## config.mk

```make
export PLATFORM = sky130hd
export DESIGN_NAME = fifo_sync_param
export DESIGN_NICKNAME = d
export VERILOG_FILES = /design/src/rtl/fifo_sync_param.sv
export SDC_FILE = /design/constraint.sdc
export NUM_CORES = 1
export LEC_CHECK = 0
export BUFFER_PORTS_ARGS = -buffer_cell sky130_fd_sc_hd__buf_4
export CAP_MARGIN = 20
export CORE_ASPECT_RATIO = 1.2
export CORE_MARGIN = 3
export CORE_UTILIZATION = 50
export DETAILED_ROUTE_END_ITERATION = 16
export HOLD_SLACK_MARGIN = 0.06
export PLACE_DENSITY = 0.8
export SYNTH_ARGS = -nofsm -noshare
export SYNTH_HDL_FRONTEND = slang
export SYNTH_SLANG_ARGS = --single-unit
```

## constraint.sdc

```tcl
create_clock -name clk -period 6.45 [get_ports clk]
set_clock_uncertainty 0.2 [all_clocks]
set_input_delay 1.29 -clock clk [delete_from_list [all_inputs] [get_ports clk]]
set_output_delay 1.29 -clock clk [all_outputs]
set_load 0.02 [all_outputs]
```

## src/rtl/fifo_sync_param.sv

```systemverilog
// Single-clock FIFO, DEPTH = 2**ADDR_W, with registered read port, occupancy
// count, programmable almost-full/almost-empty flags and overflow/underflow pulses.
module fifo_sync_param #(
  parameter int unsigned DATA_W = 12,
  parameter int unsigned ADDR_W = 3
) (
  input  logic              clk,
  input  logic              reset,
  input  logic              fifo_wr,
  input  logic              fifo_rd,
  input  logic [DATA_W-1:0] fifo_in,
  input  logic [ADDR_W-1:0] full_umbral,
  input  logic [ADDR_W-1:0] empty_umbral,
  output logic [DATA_W-1:0] fifo_out,
  output logic              fifo_valid,
  output logic [ADDR_W:0]   fifo_count,
  output logic              full,
  output logic              empty,
  output logic              almost_full,
  output logic              almost_empty,
  output logic              overflow,
  output logic              underflow
);

  localparam int unsigned DEPTH = 1 << ADDR_W;
  localparam logic [ADDR_W:0] DEPTH_CNT = {1'b1, {ADDR_W{1'b0}}};

  logic [DATA_W-1:0] mem [DEPTH];
  logic [ADDR_W-1:0] wr_ptr;
  logic [ADDR_W-1:0] rd_ptr;
  logic              push_ok;
  logic              pop_ok;

  always_comb begin
    full         = (fifo_count == DEPTH_CNT);
    empty        = (fifo_count == '0);
    almost_full  = (full_umbral != '0) && (fifo_count >= {1'b0, full_umbral});
    almost_empty = (fifo_count <= {1'b0, empty_umbral});
    // A push into a full FIFO is still accepted when a pop frees the slot on the same edge.
    push_ok      = fifo_wr && (!full || fifo_rd);
    pop_ok       = fifo_rd && !empty;
  end

  always_ff @(posedge clk) begin
    if (reset && push_ok) begin
      mem[wr_ptr] <= fifo_in;
    end
  end

  always_ff @(posedge clk or negedge reset) begin
    if (!reset) begin
      wr_ptr     <= '0;
      rd_ptr     <= '0;
      fifo_count <= '0;
      fifo_out   <= '0;
      fifo_valid <= 1'b0;
      overflow   <= 1'b0;
      underflow  <= 1'b0;
    end else begin
      overflow   <= fifo_wr && full && !fifo_rd;
      underflow  <= fifo_rd && empty;
      fifo_valid <= pop_ok;
      if (push_ok) begin
        wr_ptr <= wr_ptr + 1'b1;
      end
      if (pop_ok) begin
        fifo_out <= mem[rd_ptr];
        rd_ptr   <= rd_ptr + 1'b1;
      end
      case ({push_ok, pop_ok})
        2'b10:   fifo_count <= fifo_count + 1'b1;
        2'b01:   fifo_count <= fifo_count - 1'b1;
        default: fifo_count <= fifo_count;
      endcase
    end
  end

endmodule

```

* Word level (Yosys, flattened, before mapping)
Memories as Yosys holds them, arrays and structs flattened. A register that Yosys moved wholly into a read port is not among the register bits.
Index checks and enable logic that the tools add are counted.
** Word-level totals
- Bits in registers :: 13
- Bits in writable memories :: 96
- Bits of input ports :: 22
- Output and inout bits :: 23
- Logic and storage cells :: 34
- Memories kept :: 1
** Cells by class
- Add/sub/neg operators :: 4
- $lt $le $gt $ge :: 2
- Equal/unequal tests :: 3
- Multiplexer cells :: 3
- Reduce and logical (&&, ||, !) cells :: 15
** Memory list
- mem :: words 8, width 12, rd ports 1, clocked after Yosys merged registers in 1, wr ports 1, RTL line 28 : logic [DATA_W-1:0] mem [DEPTH];
** Operators by type and width (count)
- 4-bit one-hot mux with 2 select lines :: 1
- 1-bit logical AND :: 7
- 3-bit by 1-bit adder with 3-bit output, second input constant :: 2
- 4-bit by 1-bit adder with 4-bit output, second input constant :: 1
- 4-bit equality test, second input constant :: 1
- 4-bit by 3-bit greater-or-equal comparator with 1-bit output :: 1
- 4-bit by 3-bit less-or-equal comparator with 1-bit output :: 1
- 1-bit logical NOT :: 4
- 4-bit logical NOT :: 1
- 4-bit by 1-bit subtractor with 4-bit output, second input constant :: 1
- 3-bit nonzero test :: 1
- 2-bit by 1-bit equality test with 1-bit output, second input constant :: 1
- 2-bit equality test, second input constant :: 1
- 1-bit two-way mux :: 2
- 2-bit nonzero test :: 1
- 1-bit logical OR :: 1

* Longest topological paths before layout
- Depth in word-level cells :: 7
- Mapped depth :: 10

* Worst setup path after synthesis
No wires, ideal clock.
- Path type :: input to output
- From :: input port empty_umbral[1]
- To :: output port almost_empty
- Data arrival time :: 2.261 ns
- Required time :: 4.960 ns
- Setup slack :: 2.699 ns
- Stages :: 6
- Buffers on the path :: 0
- Cell sequence :: inv_1 -> ha_1 -> nor2b_1 -> o21ai_0 -> nand2b_1 -> a21oi_1
** Between the ends
- Longest elaborated chain between the ends :: 1
** Ends and longest elaborated chain
- from (decl) :: RTL line 13 : input logic [ADDR_W-1:0] empty_umbral,
- 4-bit by 3-bit less-or-equal comparator with 1-bit output :: RTL line 38 : almost_empty = (fifo_count <= {1'b0, empty_umbral});
- to (decl) :: RTL line 20 : output logic almost_empty,
No other way between the ends.

* Worst setup path in the final report
Ends and elaborated chain as after synthesis.

==> qor.yml <==
outcome: "finished clean"
grt_max_degree: 51
crit_required_ns: 4.96
post_cts_resize_count: 0
min_period_over_period_pct: 59.2
grt.total_usage_pct: 18.8
r2r-end: "fifo_count[3]"
drv_slew: 0
dpl.cell_count: 479
grt_first_pass_wirelength_mm: 15.6
place_ws_ns: 2.47
clkSlewWorstSetupHoldPaths_ns: 0.05
rsz0062_at_grt: "false"
cp_num_cells: 8
grt_remaining_overflow: 0
die_w_um: 97.2
worst_setup_path_end_kind: "output pin"
avgSynthCellArea_sq_um: 15.8
r2r_cells: 8
antenna_cells: 0
wl_per_cell_um: 19.1
setup_viol: 0
cp-endpoint: "almost_empty"
hold_ws_ns: 0.285
cts-htree-levels: 4
crit_arrival_ns: 2.33
synthesis.area_sq_um: 4990
dp_hpwl_mm: 5.86
startpoint: "empty_umbral[1]"
synthToLayoutAreaGrowth_pct: 22.1
antenna_found_initial: 0
antenna_left: 0
clk_path_buf_depth: 2
crit_chain: "buf_4 > inv_1 > ha_1 > nor2b_1 > o21ai_0 > nand2b_1 > a21oi_1 > buf_4"
drive_gt1_share_pct: 30.2
r2r-start: "fifo_count[1]"
ctsRootBufferMaster: "clkbuf_16"
drc: 0
port_buffers: 44
reg2reg_slack_ns: 3.44
synth.distinct_cells: 39
finalWirelength_mm: 9.79
synth_nets: 351
die_h_um: 115
grt_pass1_vias: 3009
first_iter_violations: 168
crit_top_cell: "buf_4"
cts_buffers: 17
critPathLaunchType: "primary input"
worstSetupPathType: "primary input to output pin"
hold_buffers: 0
cts_setup_buffers: 0
row_count: 39
core_sq_um: 9610
via_per_inst: 5.59
worst_pin_slew_ns: 1.12
cpMaxStageDelayCell: "ha_1"
multi_input_area_sq_um: 1360
slew_headroom_pct: 24.7
die_area_sq_um: 11200
final_cells: 514
leakagePower_nw: 2.35
ys_seq_area_share_pct: 70.3
timing.final.ws_setup_ns: 2.63
finalHoldViolCount: 0
firstDrtPassIters: 4
postSynthCellCount: 317
yosys_warnings: 0
initial_core_util_pct: 51.9
worstHoldPathType: "flop to flop"
min_period_ns: 3.82
powerDensity_nw_per_um2: 468
cp_max_fo: 2
cap_viol_max_count: 0
ir_worst_vdd_mv: 0.222
boundaryPins: 45
num_vias: 2875
clock-sinks: 121
fmaxAchievable_mhz: 262
gp_congestion: 0.701
cts_tree: "yes"
slowest_delay_ns: 0.29
ys_ff_latch: 121
seqCellArea_sq_um: 3510
critPathBufInv: 3
fillCellCount: 675
finalSetupTns_ns: 0
final_nets: 412
clock_latency_ns: 0.41
critPathTopFamily: "adder cells"
-- registers in the layout, indices dropped and copies added, names as in the netlist --
register,flops
rd_ptr,3
mem,96
fifo_valid,1
fifo_out,12
underflow,1
overflow,1
fifo_count,4
wr_ptr,3
-- worst register-to-register path: stages, from the launching register on --
cell	delay, ns
dfrtp_1	0.47
or4b_4	0.59
o21a_4	0.25
inv_6	0.09
ha_1	0.31
ha_1	0.29
a21oi_1	0.25
o21ai_0	0.15
o311ai_0	0.31
-- final cells by class --
class                           count  share of cell area [%]
Clock buffer                       23                    7.84
Clock inverter                      9                    1.99
Inverter                           13                   0.882
Multi-Input combinational cell    169                    22.2
Sequential cell                   121                    57.6
Tap cell                          123                    2.52
Timing Repair Buffer               56                    6.98
-- cells in the mapped netlist (all sizes together) --
cell type,count,area [sq um]
edfxtp,96,2880
nand2,26,103
dfrtp,25,626
mux2i,25,250
mux2,24,270
o21ai,17,85.1
inv,13,53.8
a221o,12,120
o22ai,12,75.1
ha,11,138
buf,9,70.1
nor3,6,30.0
clkbuf,5,18.8
xnor2,5,43.8
nand2b,4,25.0
nor2,4,15.0
nor4,4,31.3
a21oi,3,15.0
nand3,2,10.0
nor2b,2,12.5
nor3b,2,15.0
a21boi,1,7.51
and2,1,6.26
fa,1,20.0
nand4b,1,8.76
o21a,1,15.0
o311ai,1,8.76
or3,1,6.26
or3b,1,8.76
or4b,1,13.8
xor2,1,8.76
-- per-stage QoR --
step	cell area (sq um)	util, %	total power, W
4_1_cts	6070	63.1	0.00287
2_1_floorplan	4990	-	0.00166
3_3_place_gp	5470	56.9	0.00189
3_5_place_dp	5470	56.9	0.00192
6_report	6100	63.4	0.00286
5_1_grt	6100	63.4	0.00300
-- logic make-up after synthesis --
| group | Yosys count | synth area share [%] |
|---|---|---|
| AO/OA/AOI/OAI | 47 | 6.54 |
| XOR/XNOR | 6 | 1.05 |
| adder cells (fa/ha/maj) | 12 | 3.16 |
| buffers and inverters | 27 | 2.86 |
| flip-flops | 121 | 70.3 |
| multiplexers | 49 | 10.4 |
| AND/OR/NAND/NOR | 55 | 5.71 |
-- routing by layer --
layer,track usage [%],wire length (um),vias to the layer above
met5,0,0,-
met4,8.77,212,0
met3,5.90,606,17
met2,32.6,5070,93
met1,21.6,3910,1425
li1,-,-,1340
-- power breakdown --
group	leakage, nW	total [W]	switching, W	internal, W
combinational	0.890	0.000853	0.000470	0.000383
sequential	1.17	0.00106	0.0000968	0.000967
clock	0.294	0.000939	0.000307	0.000633
-- layout by cell type, fill, tap and decap left out, drive strengths merged, types with 11 or more instances in the layout --
cell    count
a221o      12
buf        56
clkbuf     23
dfrtp      25
edfxtp     96
ha         11
inv        13
mux2       24
mux2i      25
nand2      26
o21ai      17
o22ai      12
-- worst min path at each step --
stage | from | endpoint | slack [ns] | cells after the start
global route | fifo_out[10] | fifo_out[10] | 0.31 | 2
floorplan | rd_ptr[2] | rd_ptr[2] | 0.31 | 1
finish | fifo_out[10] | fifo_out[10] | 0.28 | 2
detailed placement | fifo_out[10] | fifo_out[10] | 0.28 | 2
global placement | fifo_out[4] | fifo_out[4] | 0.27 | 2
CTS | fifo_out[10] | fifo_out[10] | 0.29 | 2
Note: power is estimated with default switching activity, not from simulation.
